<file path="src/rtl/masked_write_ctrl.sv">
// masked_write_ctrl
//
// Read-modify-write sequencer for a word-only memory port. It accepts one
// masked write request, reads the target word, merges the new data into the
// old word under the bit mask, and writes the merged word back.
//
// Ports
//   clk, rst_n              clock (rising edge), asynchronous active-low reset
//   req_valid/req_ready     request handshake; ready only while idle
//   req_addr/data/mask      request word address, new data, bit mask
//                           (mask bit 1 = take new bit, 0 = keep old bit)
//   busy                    transaction in progress
//   done                    one-cycle completion pulse
//   mem_addr                memory word address, stable for the transaction
//   mem_rd / mem_wr         read / write strobes, held until mem_ack
//   mem_wdata               write data, valid while mem_wr
//   mem_rdata / mem_ack     read data and completion from memory
//
// Configuration
//   MASKED_WRITE_FULL_BYPASS_EN  when defined, an all-ones mask skips the
//                                read and merge and writes req_data directly.

// Keeps only the bits of data_i selected by mask_i.
module mask_filter (
    input  logic [31:0] data_i,
    input  logic [31:0] mask_i,
    output logic [31:0] data_o
);
    assign data_o = data_i & mask_i;
endmodule

module masked_write_ctrl #(
    parameter int ADDR_WIDTH = 16
) (
    input  logic                  clk,
    input  logic                  rst_n,
    input  logic                  req_valid,
    output logic                  req_ready,
    input  logic [ADDR_WIDTH-1:0] req_addr,
    input  logic [31:0]           req_data,
    input  logic [31:0]           req_mask,
    output logic                  busy,
    output logic                  done,
    output logic [ADDR_WIDTH-1:0] mem_addr,
    output logic                  mem_rd,
    output logic                  mem_wr,
    output logic [31:0]           mem_wdata,
    input  logic [31:0]           mem_rdata,
    input  logic                  mem_ack
);

    typedef enum logic [2:0] {
        IDLE,
        READ,
        MERGE,
        WRITE,
        DONE
    } state_t;

    state_t                state_q, state_d;
    logic [ADDR_WIDTH-1:0] addr_q, addr_d;
    logic [31:0]           data_q, data_d;
    logic [31:0]           mask_q, mask_d;
    logic [31:0]           old_q, old_d;
    logic [31:0]           wdata_q, wdata_d;

    logic [31:0]           new_bits;
    logic [31:0]           kept_bits;

    // New bits come from the request where the mask is set; old bits survive
    // where it is clear.
    mask_filter u_new_filter (
        .data_i (data_q),
        .mask_i (mask_q),
        .data_o (new_bits)
    );

    mask_filter u_old_filter (
        .data_i (old_q),
        .mask_i (~mask_q),
        .data_o (kept_bits)
    );

    // Next-state and datapath register updates. wdata is loaded with the raw
    // request data on accept so the bypass path can write it without a merge.
    always_comb begin
        state_d = state_q;
        addr_d  = addr_q;
        data_d  = data_q;
        mask_d  = mask_q;
        old_d   = old_q;
        wdata_d = wdata_q;

        case (state_q)
            IDLE: begin
                if (req_valid) begin
                    addr_d  = req_addr;
                    data_d  = req_data;
                    mask_d  = req_mask;
                    wdata_d = req_data;
                    if (req_mask == '0) begin
                        state_d = DONE;
                    end
`ifdef MASKED_WRITE_FULL_BYPASS_EN
                    else if (&req_mask) begin
                        state_d = WRITE;
                    end
`endif
                    else begin
                        state_d = READ;
                    end
                end
            end
            READ: begin
                if (mem_ack) begin
                    old_d   = mem_rdata;
                    state_d = MERGE;
                end
            end
            MERGE: begin
                wdata_d = new_bits | kept_bits;
                state_d = WRITE;
            end
            WRITE: begin
                if (mem_ack) begin
                    state_d = DONE;
                end
            end
            DONE: begin
                state_d = IDLE;
            end
            default: begin
                state_d = IDLE;
            end
        endcase
    end

    // State and datapath registers; reset drops any transaction in flight.
    always_ff @(posedge clk or negedge rst_n) begin
        if (!rst_n) begin
            state_q <= IDLE;
            addr_q  <= '0;
            data_q  <= '0;
            mask_q  <= '0;
            old_q   <= '0;
            wdata_q <= '0;
        end else begin
            state_q <= state_d;
            addr_q  <= addr_d;
            data_q  <= data_d;
            mask_q  <= mask_d;
            old_q   <= old_d;
            wdata_q <= wdata_d;
        end
    end

    // All handshake outputs are pure decodes of registered state.
    assign req_ready = (state_q == IDLE);
    assign busy      = (state_q != IDLE);
    assign done      = (state_q == DONE);
    assign mem_rd    = (state_q == READ);
    assign mem_wr    = (state_q == WRITE);
    assign mem_addr  = addr_q;
    assign mem_wdata = wdata_q;

endmodule

</file>
<file path="config.mk">
export PLATFORM = sky130hd
export DESIGN_NAME = masked_write_ctrl
export DESIGN_NICKNAME = d
export VERILOG_FILES = /design/src/rtl/masked_write_ctrl.sv
export SDC_FILE = /design/constraint.sdc
export NUM_CORES = 1
export LEC_CHECK = 0
export ABC_CLOCK_PERIOD_IN_PS = 2100
export CAP_MARGIN = 20
export CORE_MARGIN = 5
export CORE_UTILIZATION = 48
export DETAILED_ROUTE_END_ITERATION = 10
export HOLD_SLACK_MARGIN = 0.08
export PLACE_DENSITY_LB_ADDON = 0.2
export SYNTH_ARGS = -nofsm -noshare
export SYNTH_HDL_FRONTEND = slang
export SYNTH_SLANG_ARGS = --single-unit
</file>
<file path="constraint.sdc">
create_clock -name clk -period 2.1 [get_ports clk]
set_clock_uncertainty 0.1 [all_clocks]
set_input_delay 0.42 -clock clk [delete_from_list [all_inputs] [get_ports clk]]
set_output_delay 0.42 -clock clk [all_outputs]
set_load 0.05 [all_outputs]
</file>
# [Word level (Yosys, flattened, before mapping)]
# Index checks and enable logic that the tools add are counted.
[classes] n_shift=0 n_lt_le_gt_ge=0 mux=7 bitwise=4 reduce_logical=8 n_mul=0 addsub=0 n_div=0 n_eq_ne=7
[op_table] cell="AND 32 bit" count=2
[op_table] cell="case mux 32 bit (2 select lines)" count=1
[op_table] cell="zero test 32 bit" count=1
[op_table] cell="two-way mux 32 bit" count=1
[op_table] cell="inverter 32 bit" count=1
[op_table] cell="bitwise OR 32 bit" count=1
[op_table] cell="two-way mux 3 bit" count=4
[op_table] cell="case mux 3 bit (4 select lines)" count=1
[op_table] cell="equality test 3 x 2 -> 1 bit, second input constant" count=2
[op_table] cell="AND reduction 2 bit" count=3
[op_table] cell="inequality test 2 x 1 -> 1 bit, second input constant" count=2
[op_table] cell="equality test 3 x 1 -> 1 bit, second input constant" count=1
[op_table] cell="equality test 3 bit, second input constant" count=1
[op_table] cell="zero test 3 bit" count=1
[op_table] cell="AND reduction 3 bit" count=1
[op_table] cell="nonzero test 3 bit" count=1
[op_table] cell="inequality test 2 bit, second input constant" count=1
[op_table] cell="nonzero test 2 bit" count=1
[word_totals] output_inout_bits=53 rom_bits=0 mem_count=0 inputBits=116 regBits=147 latchBits=0 mem_bits_rw=0 elab_cells=32

# [Longest topological paths before layout]
[logic_depth] ltp_word=4 mapped_depth=7 depth_no_buf=4

# [Hierarchy]
# A second synthesis with hierarchy kept.
[unflattened] cells_unflattened=640 hier_area_um2=6213.5
[modules_own_cells] module="masked_write_ctrl" cells_per_inst=576 instances=1 area_each_um2=5813.1 seq_area_each_um2=3678.5
[modules_own_cells] module="mask_filter" cells_per_inst=32 instances=2 area_each_um2=200.2 seq_area_each_um2=0.0

# [Worst setup path after synthesis]
# No wires, ideal clock.
[synth_timing] path_type="register to register" startpoint="reg state_q[0]" endpoint="reg old_q[11]" arrival_time_ns=2.030 path_slack_ns=-0.155 path_buffers=2 stages_incl_launch_ff=7 period_less_slack_ns=2.255 setup_time_ns=0.125 required_time_ns=1.875 cell_sequence="dfrtp_1 > inv_1 > nor3_2 > and2_1 > buf_4 > buf_6 > mux2_2"
[synth_between] elab_chain_cells=2
[synth_rtl] element="start: declaration" line_no="60" source="state_t state_q, state_d;"
[synth_rtl] element="start signal: assignment" line_no="148" source="state_q <= state_d;"
[synth_rtl] element="equality test 3 x 1 -> 1 bit"
[synth_rtl] element="via mem_rd" line_no="45" source="output logic mem_rd,"
[synth_rtl] element="AND reduction 2 bit (no line)"
[synth_rtl] element="end signal: assignment" line_no="152" source="old_q <= old_d;"
[synth_rtl] element="end: declaration" line_no="64" source="logic [31:0] old_q, old_d;"
# The timed path passes the listed nets, and every way through them passes these cells.
# A chain may end at the register's enable or synchronous reset.

# [Final worst setup path]
[layout_timing] startpoint="reg state_q[1]" endpoint="out done"
[layout_between] elab_chain_cells=1
[layout_rtl] element="equality test 3 bit" line_no="160" source="assign done = (state_q == DONE);"
[layout_rtl] element="end: declaration" line_no="43" source="output logic done,"
# No other way between the ends.

==> results.md <==
- Status: finished clean
- DIE AREA: between 15000 and 20000 um2
- Maximum vdd drop: approximately 900 uV
- Async S/R FF share, synth: 100%
- Final core occ: roughly 70%
- Rows: between 40 and 50
- Worst r2r src: state_q[1]
- Global route overflow: 0
- Switching share of total power: 37.3%
- First-pass GRT wire length: between 20000 and 25000 um
- Net Count, Synth: 527
- Max_cap viols: 0
- CTS tree: built
- Footprint of the multi-input gates: between 2000 and 2500 um2
- Die H: approximately 120 um
- Int Power: approximately 0.0093 W
- Core Box Area: roughly 13000 um2
- Max FO, Critical Path: 7
- Syn Inst Count: about 410
- Slowest CP cell: dfrtp_1
- Clk buf depth: 2
- Ranking of synthesized cells by area: dfrtp_1 (60%), mux2_2 (11%), mux2_1 (9.4%)
- Switch Pwr: between 0.005 and 0.006 W
- Min Hold Slack: between 300 and 400 ps
- PwrDens: ~1700 nW/um2
- Final Cell Area: slightly below 9000 um2
- Post-DP HPWL: about 10000 um
- Placed inst area: 8290 um2
- Gate power share: between 40% and 50%
- Synth Register Bits: 147
- Hold Crit Start: old_q[20]
- WL final: 14900 um
- Period minus WS final: approximately 2000 ps
- Synth warn: 0
- Final worst-path setup slack: 66.6 ps
- Die width: between 100 and 150 um
- First drt pass iteration count: 4
- Yosys top cell by area: dfrtp_1
- I/O pins: approximately 170
- CP endpoint kind: output port
- Most frequent cells after synthesis: dfrtp_1 (147), mux2_2 (61), mux2_1 (51), nor2_1 (35)
- Num CTS Buffers: 17
- CP Data Arrival Time: 1510 ps
- Register area: between 3000 and 4000 um2
- CP cell instances: buf_4 -> nor3_2 -> buf_12
- EDFF count, synth: 0
- Final setup fails: 0
- Setup Buffers After CTS: 0
- Worst Max-Slew Pin Slew: about 530 ps
- Gp weighted congestion: around 0.83
- Gr usage total: approximately a fifth
- Seq/Total Area, Yosys: between 60% and 70%
- Skew-Pair Late Insertion Delay: 410 ps
- IO Port Bufs: about 170
- Mapped Avg Cell Area: ~15 um2
- Most frequently used flop master after synthesis: dfrtp_1
- Initial antenna violation count: 0
- Pre-CTS WS: -88.6 ps
- Clk pwr share: 19.2%
- Top-area cell type share of the netlist area: roughly three fifths
- Max incr delay on CP: roughly 450 ps
- Routed len/inst: 19.3 um
- Starting density of the core: between 40% and 50%
- Share of cells above drive strength 1: between 20% and 30%
- Post-Syn Area: a little over 6000 um2
- Number of H-tree levels: 4
- Crit path launch: state_q[1]
- Post-DRT Antenna Nets: 0
- Synth-to-layout area growth: 44.4%
- Seq pwr share: between 30% and 40%
- Distinct cells, synth: 26
- Filler Cells Inserted: 932
- Worst Path Class, Setup: reg -> out
- Period utilization: about 97%
- Slew headroom: between 60% and 70%
- FMAX: slightly below 500 MHz
- Routed vias: roughly 4200
- Diodes inserted: 0
- Setup repair after global routing missed its margin: yes
- Count leader, synth: dfrtp_1
- Vias per cell: around 5.4
- Pleak: between 3 and 4 nW
- Clock sinks: roughly 150
- WP data required: approximately 1600 ps
- Final nets: 709
- Final Hold Fails: 0
- Clk root buf: clkbuf_16
- Vias in the first global route: 4627
- Worst min path class: reg -> reg
- Max Slew Vio Count: 0
- Initial DRC count: just over 300
- Largest net degree at the start of global routing: 60
- Drc violations: 0
- Worst setup SP type: register
- Clock-pin slew on the worst setup and hold paths: about 50 ps
## layout make-up
| type | count | share of cell area, % |
|---|---|---|
| inverter | 3 | 0.128 |
| clock buffer | 24 | 5.36 |
| timing repair buffer | 187 | 22.0 |
| clock inverter | 6 | 0.909 |
| multi-input combinational | 237 | 27.4 |
| tap | 172 | 2.44 |
| sequential | 147 | 41.8 |
## worst paths after layout
kind                              endpoint  slack, ps  depth (start not counted)
max in group asynchronous        old_q[14]        780                          3
worst max register to register   old_q[18]        200                          5
worst max-delay path                  done         70                          3
min in group asynchronous       data_q[17]        420                          2
worst min register to register   old_q[20]        400                          1
worst min-delay path             old_q[20]        400                          1
## critical path: cells and delay by family (launching register included)
kind                   cells  cell delay, ps
and+or+nand+nor            1             270
DFF                        1             450
buffers and inverters      2             380
## per-stage QoR
| stage | std cells | setup TNS [ps] | total power (W) |
|---|---|---|---|
| after global placement | 745 | -68.2 | 0.0122 |
| after detailed placement | 745 | -159 | 0.0124 |
| after floorplan | 411 | -813 | 0.0101 |
| after CTS | 776 | 0 | 0.0150 |
| after global routing | 776 | -9.59 | 0.0156 |
| final | 776 | 0 | 0.0149 |
## flip-flops by register name, summed over array words and instances, names as in the netlist
register / count
old_q: 32
mask_q: 32
data_q: 32
mem_addr: 16
mem_wdata: 32
state_q: 3
## per-layer routing
| layer | vias up | global-route usage, % | part of all wire, % |
|---|---|---|---|
| li1 | 1872 | - | - |
| met5 | - | 0 | 0 |
| met3 | 25 | 6.96 | 6.5 |
| met1 | 2121 | 26.3 | 42 |
| met4 | 0 | 7.28 | 1.5 |
| met2 | 146 | 33.1 | 50 |
## power by group through the flow
stage / registers [W] / clock network (W) / logic [W]
floorplan: 0.00657 / 0 / 0.00352
global placement: 0.00518 / 0 / 0.00698
detailed placement: 0.00524 / 0 / 0.00715
CTS: 0.00522 / 0.00293 / 0.00688
global route: 0.00539 / 0.00305 / 0.00720
finish: 0.00522 / 0.00286 / 0.00681
## layout by cell type, fill, tap and decap left out, types with 2 or more instances in the layout
master and instances:
dlygate4sd2_1 44, clkdlybuf4s50_1 114, mux2_4 48, inv_1 3
nand4_1 2, a21oi_1 2, mux2_2 61, dfrtp_1 146
bufinv_16 2, a221o_1 32, clkinv_2 4, clkbuf_1 5
nand2_1 2, mux2i_1 32, buf_4 10, dlymetal6s2s_1 3
nor4_1 8, clkbuf_8 2, nor3_4 2, clkbuf_16 17
buf_12 14, mux2_1 3, nor2_1 35
## logic make-up after synthesis
group | after synthesis | synth area share, %
and+or+nand+nor | 54 | 4.21
muxes | 144 | 25.9
xor gates and xnor gates | 1 | 0.144
AOI/OAI and AO/OA | 38 | 5.91
DFF | 147 | 60.3
buffers and inverters | 27 | 3.51
## what timing repair did
action                                 in CTS  in global routing
gates resized for setup                    44                  4
cloned                                      0                  0
hold buffers                                1                  0
endpoints found under the hold margin      47                  0
setup endpoints to repair                  44                  5
No activity file was read; power rests on OpenSTA's default activity.
==> edit 1 (same flow settings) <==
Build with the macro `MASKED_WRITE_FULL_BYPASS_EN` defined.
--- a/src/rtl/masked_write_ctrl.sv
+++ b/src/rtl/masked_write_ctrl.sv
@@ -21,6 +21,8 @@
 //                                read and merge and writes req_data directly.
 
 // Keeps only the bits of data_i selected by mask_i.
+`define MASKED_WRITE_FULL_BYPASS_EN
+
 module mask_filter (
     input  logic [31:0] data_i,
     input  logic [31:0] mask_i,
Behaviour: not the same (Yosys sat finds a counterexample within 4 cycles, from zero or initial values and one cycle with rst_n low).
==> edit 1 against the original RTL <==
- power decreased by 0.63%
- sequential cell count unchanged
- core utilization increased by 0.24 points
- register-to-register slack got worse by 0.04 ns
- setup slack improved by 0.0052 ns
- critical path depth increased by 1
- area after synthesis about the same
- cell area increased by 0.75%
- wire length increased by 5.9%
- cell count increased by 3.0%
- global-route usage increased by 1.3 points
- non-clock buffer count increased by 13
- hold slack improved by 0.0026 ns
- critical path type unchanged
- highest routed layer unchanged
==> edit 1: results (changes against the original RTL) <==
- Vias in the first global route: 4783 (+3.4%)
- M3 GR Usage: 0.0737 (+0.00415)
- Buffers on Ports: 168 (unchanged)
- Layout net count: 730 (+3.0%)
- Reg2reg path depth: 5 (unchanged)
- Critical Path Sink: req_ready
- Mapped Avg Cell Area: 14.5 sq um (-2.5%)
- Delay-heaviest family, CP: buffers and inverters
- DR vias: 4369 (+4.9%)
- Hold depth: 1 (unchanged)
- Dominant cells by area after synthesis: dfrtp_1, mux2_2, a221o_1
- Part of the cycle the worst path needs: 0.966 (-0.00248)
- Via density: 5.47 (+1.9%)
- GPL Wtd Cong: 0.796 (-3.9%)
- # diodes: 0 (unchanged)
- Synth top cells by count: dfrtp_1, mux2_2, nor2_1
- Number of H-tree levels: 4 (unchanged)
- Reg2reg start: state_q[0]
- GRT Total Usage: 0.220 (+0.0129)
- Worst-path clk slew: 0.06 ns
- Tightest hold margin: 0.402 ns (+0.00262 ns)
- Met3 wire len: 1110 um (+14%)
- Critical path's largest stage delay: 0.42 ns (-0.03 ns)
- Sequential fraction of the synthesis area: 0.603 (about the same)
- Crit-path max FO: 6 (-1)
- Top routing layer in use: met4
- Netlist cell types: 29 (+12%)
- Post-CTS resize count: 47 (+6.8%)
- Post-DP Area: 0.00828 sq mm (-0.14%)
- Status: completed
- Mapped Nets: 538 (+2.1%)
- Post-Place Setup Slack: -0.131 ns (-0.0425 ns)
- Wl on met1: 6790 um (+7.8%)
- Detailed Place HPWL: 11300 um (+7.5%)
- YS warnings: 0 (unchanged)
- Later-pin clock latency in the skew report: 0.41 ns (about the same)
- CP max stage cell: dfrtp_2
- Cell leakage power: 3.87 nW (-2.1%)
- Hold Buf Count CTS: 1 (unchanged)
- Slew Limit Headroom: 0.659 (+0.00801)
- Asr flop ratio synth: 1.00 (unchanged)
- Largest net degree at the start of global routing: 43 (-28%)
- CTS Root Cell: clkbuf_16
- Worst hold endpoint: old_q[7]
- Hold Startpoint: old_q[7]
- Worst EP arrival: 1.51 ns (about the same)
- Met1 GRT Util: 0.286 (+0.0229)
- Placed cells: 764 (+2.6%)
- WL per Instance: 19.8 um (+2.9%)
- Post-CTS setup buffers: 0 (unchanged)
- Maximum VDD drop: 1.08 mV (+18%)
- RR Endpoint: state_q[1]
- First-pass GRT wire length: 25000 um (+5.4%)
- Metal2 WL: 7720 um (+3.6%)
- M2 GR Usage: 0.349 (+0.0174)
- First-pass DRT Iterations: 5 (+1)
- Share of layout cells above drive strength 1: 0.303 (+0.0282)
- Iteration-0 DRC Markers: 191 (-38%)
- FF-to-FF setup slack: 0.16 ns (-0.04 ns)
==> edit 1: cell count changes in the layout (fill, tap and decap cells not counted), moves of 3 or more <==
cell	before	now
mux2_4	48	0
clkbuf_1	5	2
buf_4	10	23
nand4_1	2	9
mux2_2	61	111
==> edit 1: layout make-up <==
cell class	instances	area (sq um)
clock buffers	23	488
clock inverters	9	126
repair buffers	200	2030
multi-input cells	247	2330
fillers	892	3690
flip-flops and latches	147	3680
inverters	1	3.75
well taps	172	215
==> edit 1: power by group <==
| group | switching (mW) | internal (mW) |
|---|---|---|
| combinational | 3.52 | 2.99 |
| clock | 1.12 | 1.99 |
| sequential | 0.870 | 4.30 |
| total | 5.51 | 9.28 |
==> edit 1: kinds of logic after synthesis <==
group           count (synthesis)  share of synthesized area
flops                         147                      0.603
xor+xnor                        1                    0.00144
compound gates                 36                     0.0574
mux                           144                      0.259
simple gates                   66                     0.0572
buf+inv                        28                     0.0221
==> edit 2 (same settings) <==
Without the edit above. Make the reset (`rst_n`) synchronous in one clocked block. Comments in the files are not updated.
--- a/src/rtl/masked_write_ctrl.sv
+++ b/src/rtl/masked_write_ctrl.sv
@@ -136,7 +136,7 @@
     end
 
     // State and datapath registers; reset drops any transaction in flight.
-    always_ff @(posedge clk or negedge rst_n) begin
+    always_ff @(posedge clk) begin
         if (!rst_n) begin
             state_q <= IDLE;
             addr_q  <= '0;
Behaviour: differs if rst_n is asserted again (counterexample within 4 cycles, from zero or initial values and one cycle with rst_n low); with rst_n held inactive, the same outputs for 10 cycles.
==> edit 2 against the original RTL <==
- setup slack worse by 0.029 ns
- synthesized cell count grew 68%
- hold slack got worse by 0.049 ns
- cell area shrank 6.6%
- area after synthesis decreased by 6.6%
- wire length grew 10%
- maximum frequency is 1.4% lower
- register-to-register slack improved by 0.22 ns
- sequential cell count unchanged
Power is not compared: it rests on default switching activity, and its combinational part moved more than twofold at a synthesized area within 25%.
==> edit 2: results (changes against the original RTL) <==
- Startpoint Class: register
- Worst-path clk slew: 0.06 ns
- Cell leakage power: 3.48 nW
- Status: completed
- Netlist cell types: 29 (+12%)
- Asr flop ratio synth: 0 (-1.00)
- Vias in the first global route: 5572 (+20%)
- Buffers on Ports: 168 (unchanged)
- Hold WC Path Type: register to register
- Maximum VDD drop: 0.608 mV
- Share of layout cells above drive strength 1: 0.117 (-0.158)
- Sequential fraction of the synthesis area: 0.516 (-0.0867)
- Reg2reg path depth: 6 (+1)
- GRT Total Usage: 0.236 (+0.0291)
- Crit-path max FO: 2 (-5)
- Fillers: 878 (-5.8%)
- Slew @ Worst Pin: 0.557 ns (+0.0312 ns)
- First-pass GRT wire length: 26900 um (+13%)
- Synth top cells by count: nand2_1, dfxtp_1, a21oi_1
- Iteration-0 DRC Markers: 428 (+40%)
- GPL Wtd Cong: 0.859 (+3.7%)
- Largest net degree at the start of global routing: 68 (+13%)
- CTS Root Cell: clkbuf_16
- Mapped Avg Cell Area: 8.24 sq um (-45%)
- Total wire length: 16500 um (+10%)
- Critical path's largest stage delay: 0.81 ns (+0.36 ns)
- Critical Path Source: mem_wdata[23]
- Via density: 5.41 (+0.86%)
- # diodes: 0 (unchanged)
- Critical Path Sink: mem_wdata[23]
- Met1 GRT Util: 0.269 (+0.00639)
- Layout net count: 968 (+37%)
- RR Endpoint: data_q[23]
- Post-Layout Cell Count: 1007 (+30%)
- Main synth FF type: dfxtp_1
- Detailed Place HPWL: 11300 um (+7.3%)
- First-pass DRT Iterations: 5 (+1)
- Placed cells: 976 (+31%)
- FF-to-FF setup slack: 0.42 ns (+0.22 ns)
- Delay-heaviest family, CP: buffers and inverters
- Clk buf depth: 2 (unchanged)
- Reg2reg start: state_q[2]
- M3 GR Usage: 0.0673 (-0.00229)
- Post-DP Area: 0.00755 sq mm (-8.9%)
- Number of H-tree levels: 4 (unchanged)
- Mapped Nets: 808 (+53%)
- Dominant cells by area after synthesis: dfxtp_1, nand2_1, a21oi_1
- Clock buffer count from CTS: 17 (unchanged)
- Worst EP arrival: 1.54 ns (+0.03 ns)
- CP max stage cell: clkdlybuf4s50_1
- M2 GR Usage: 0.412 (+0.0803)
## edit 2: cell types whose count changed after synthesis, sizes merged, moves of 3 or more
cell	before	now
nand2	2	291
dfrtp	147	0
dfxtp	0	147
a21oi	3	113
mux2	112	32
a221o	32	0
a31oi	0	32
mux2i	32	0
nor2	35	3
clkbuf	3	18
buf	21	29
nor3b	0	4
nor3	3	0
## edit 2: per-layer routing
metal  wire (um)  share of wire
met1        6590           0.40
met2        8280           0.50
met3        1170          0.071
met4         470          0.028
met5           0              0
## edit 2: cell type report
type / count / share of cell area
tap: 143 / 0.0218
clock buffer: 21 / 0.0560
timing repair buffer: 188 / 0.244
multi-input combinational: 495 / 0.299
inverter: 3 / 0.00167
sequential: 147 / 0.358
clock inverter: 10 / 0.0190
## edit 2: how the worst min path moves through the flow
stage / endpoint / slack [ns] / depth (start not counted) / startpoint
after floorplan: data_q[0] / 0.33 / 2 / data_q[0]
after global placement: data_q[15] / 0.34 / 2 / data_q[15]
after detailed placement: old_q[29] / 0.34 / 2 / old_q[29]
after CTS: old_q[30] / 0.35 / 2 / old_q[30]
after global routing: old_q[29] / 0.37 / 2 / old_q[29]
final: old_q[30] / 0.35 / 2 / old_q[30]
## edit 2: power groups by stage
stage	Clock (mW)	Combinational, mW	Sequential [mW]
after detailed placement	0	1.87	3.27
after global placement	0	1.84	3.26
after CTS	3.18	1.86	3.22
after global routing	3.32	1.99	3.25
final	3.14	1.86	3.22
after floorplan	0	0.861	3.55
## edit 2: logic make-up after synthesis
logic type             after synthesis  share of synthesized area
flip-flops                         147                      0.516
multiplexers                        32                     0.0632
AND/OR/NAND/NOR                    313                      0.223
buffers and inverters               50                     0.0564
XOR/XNOR                             1                    0.00154
AO/OA/AOI/OAI                      149                      0.139
## edit 2: through the flow
step / total power [mW] / utilization / hold WS [ns] / worst slack, ns
finish: 8.21 / 0.714 / 0.351 / 0.0374
global route: 8.55 / 0.714 / 0.368 / 0.000683
CTS: 8.26 / 0.708 / 0.352 / 0.00224
detailed placement: 5.14 / 0.656 / 0.344 / 0.0291
global placement: 5.09 / 0.656 / 0.339 / 0.0431
floorplan: 4.41 / - / 0.333 / 0.111
## edit 2: timing repair
item,CTS,global route
gates resized for setup,16,27
endpoints found under the setup margin,15,27
setup buffers,0,0
endpoints found under the hold margin,0,0
hold buffers,0,0
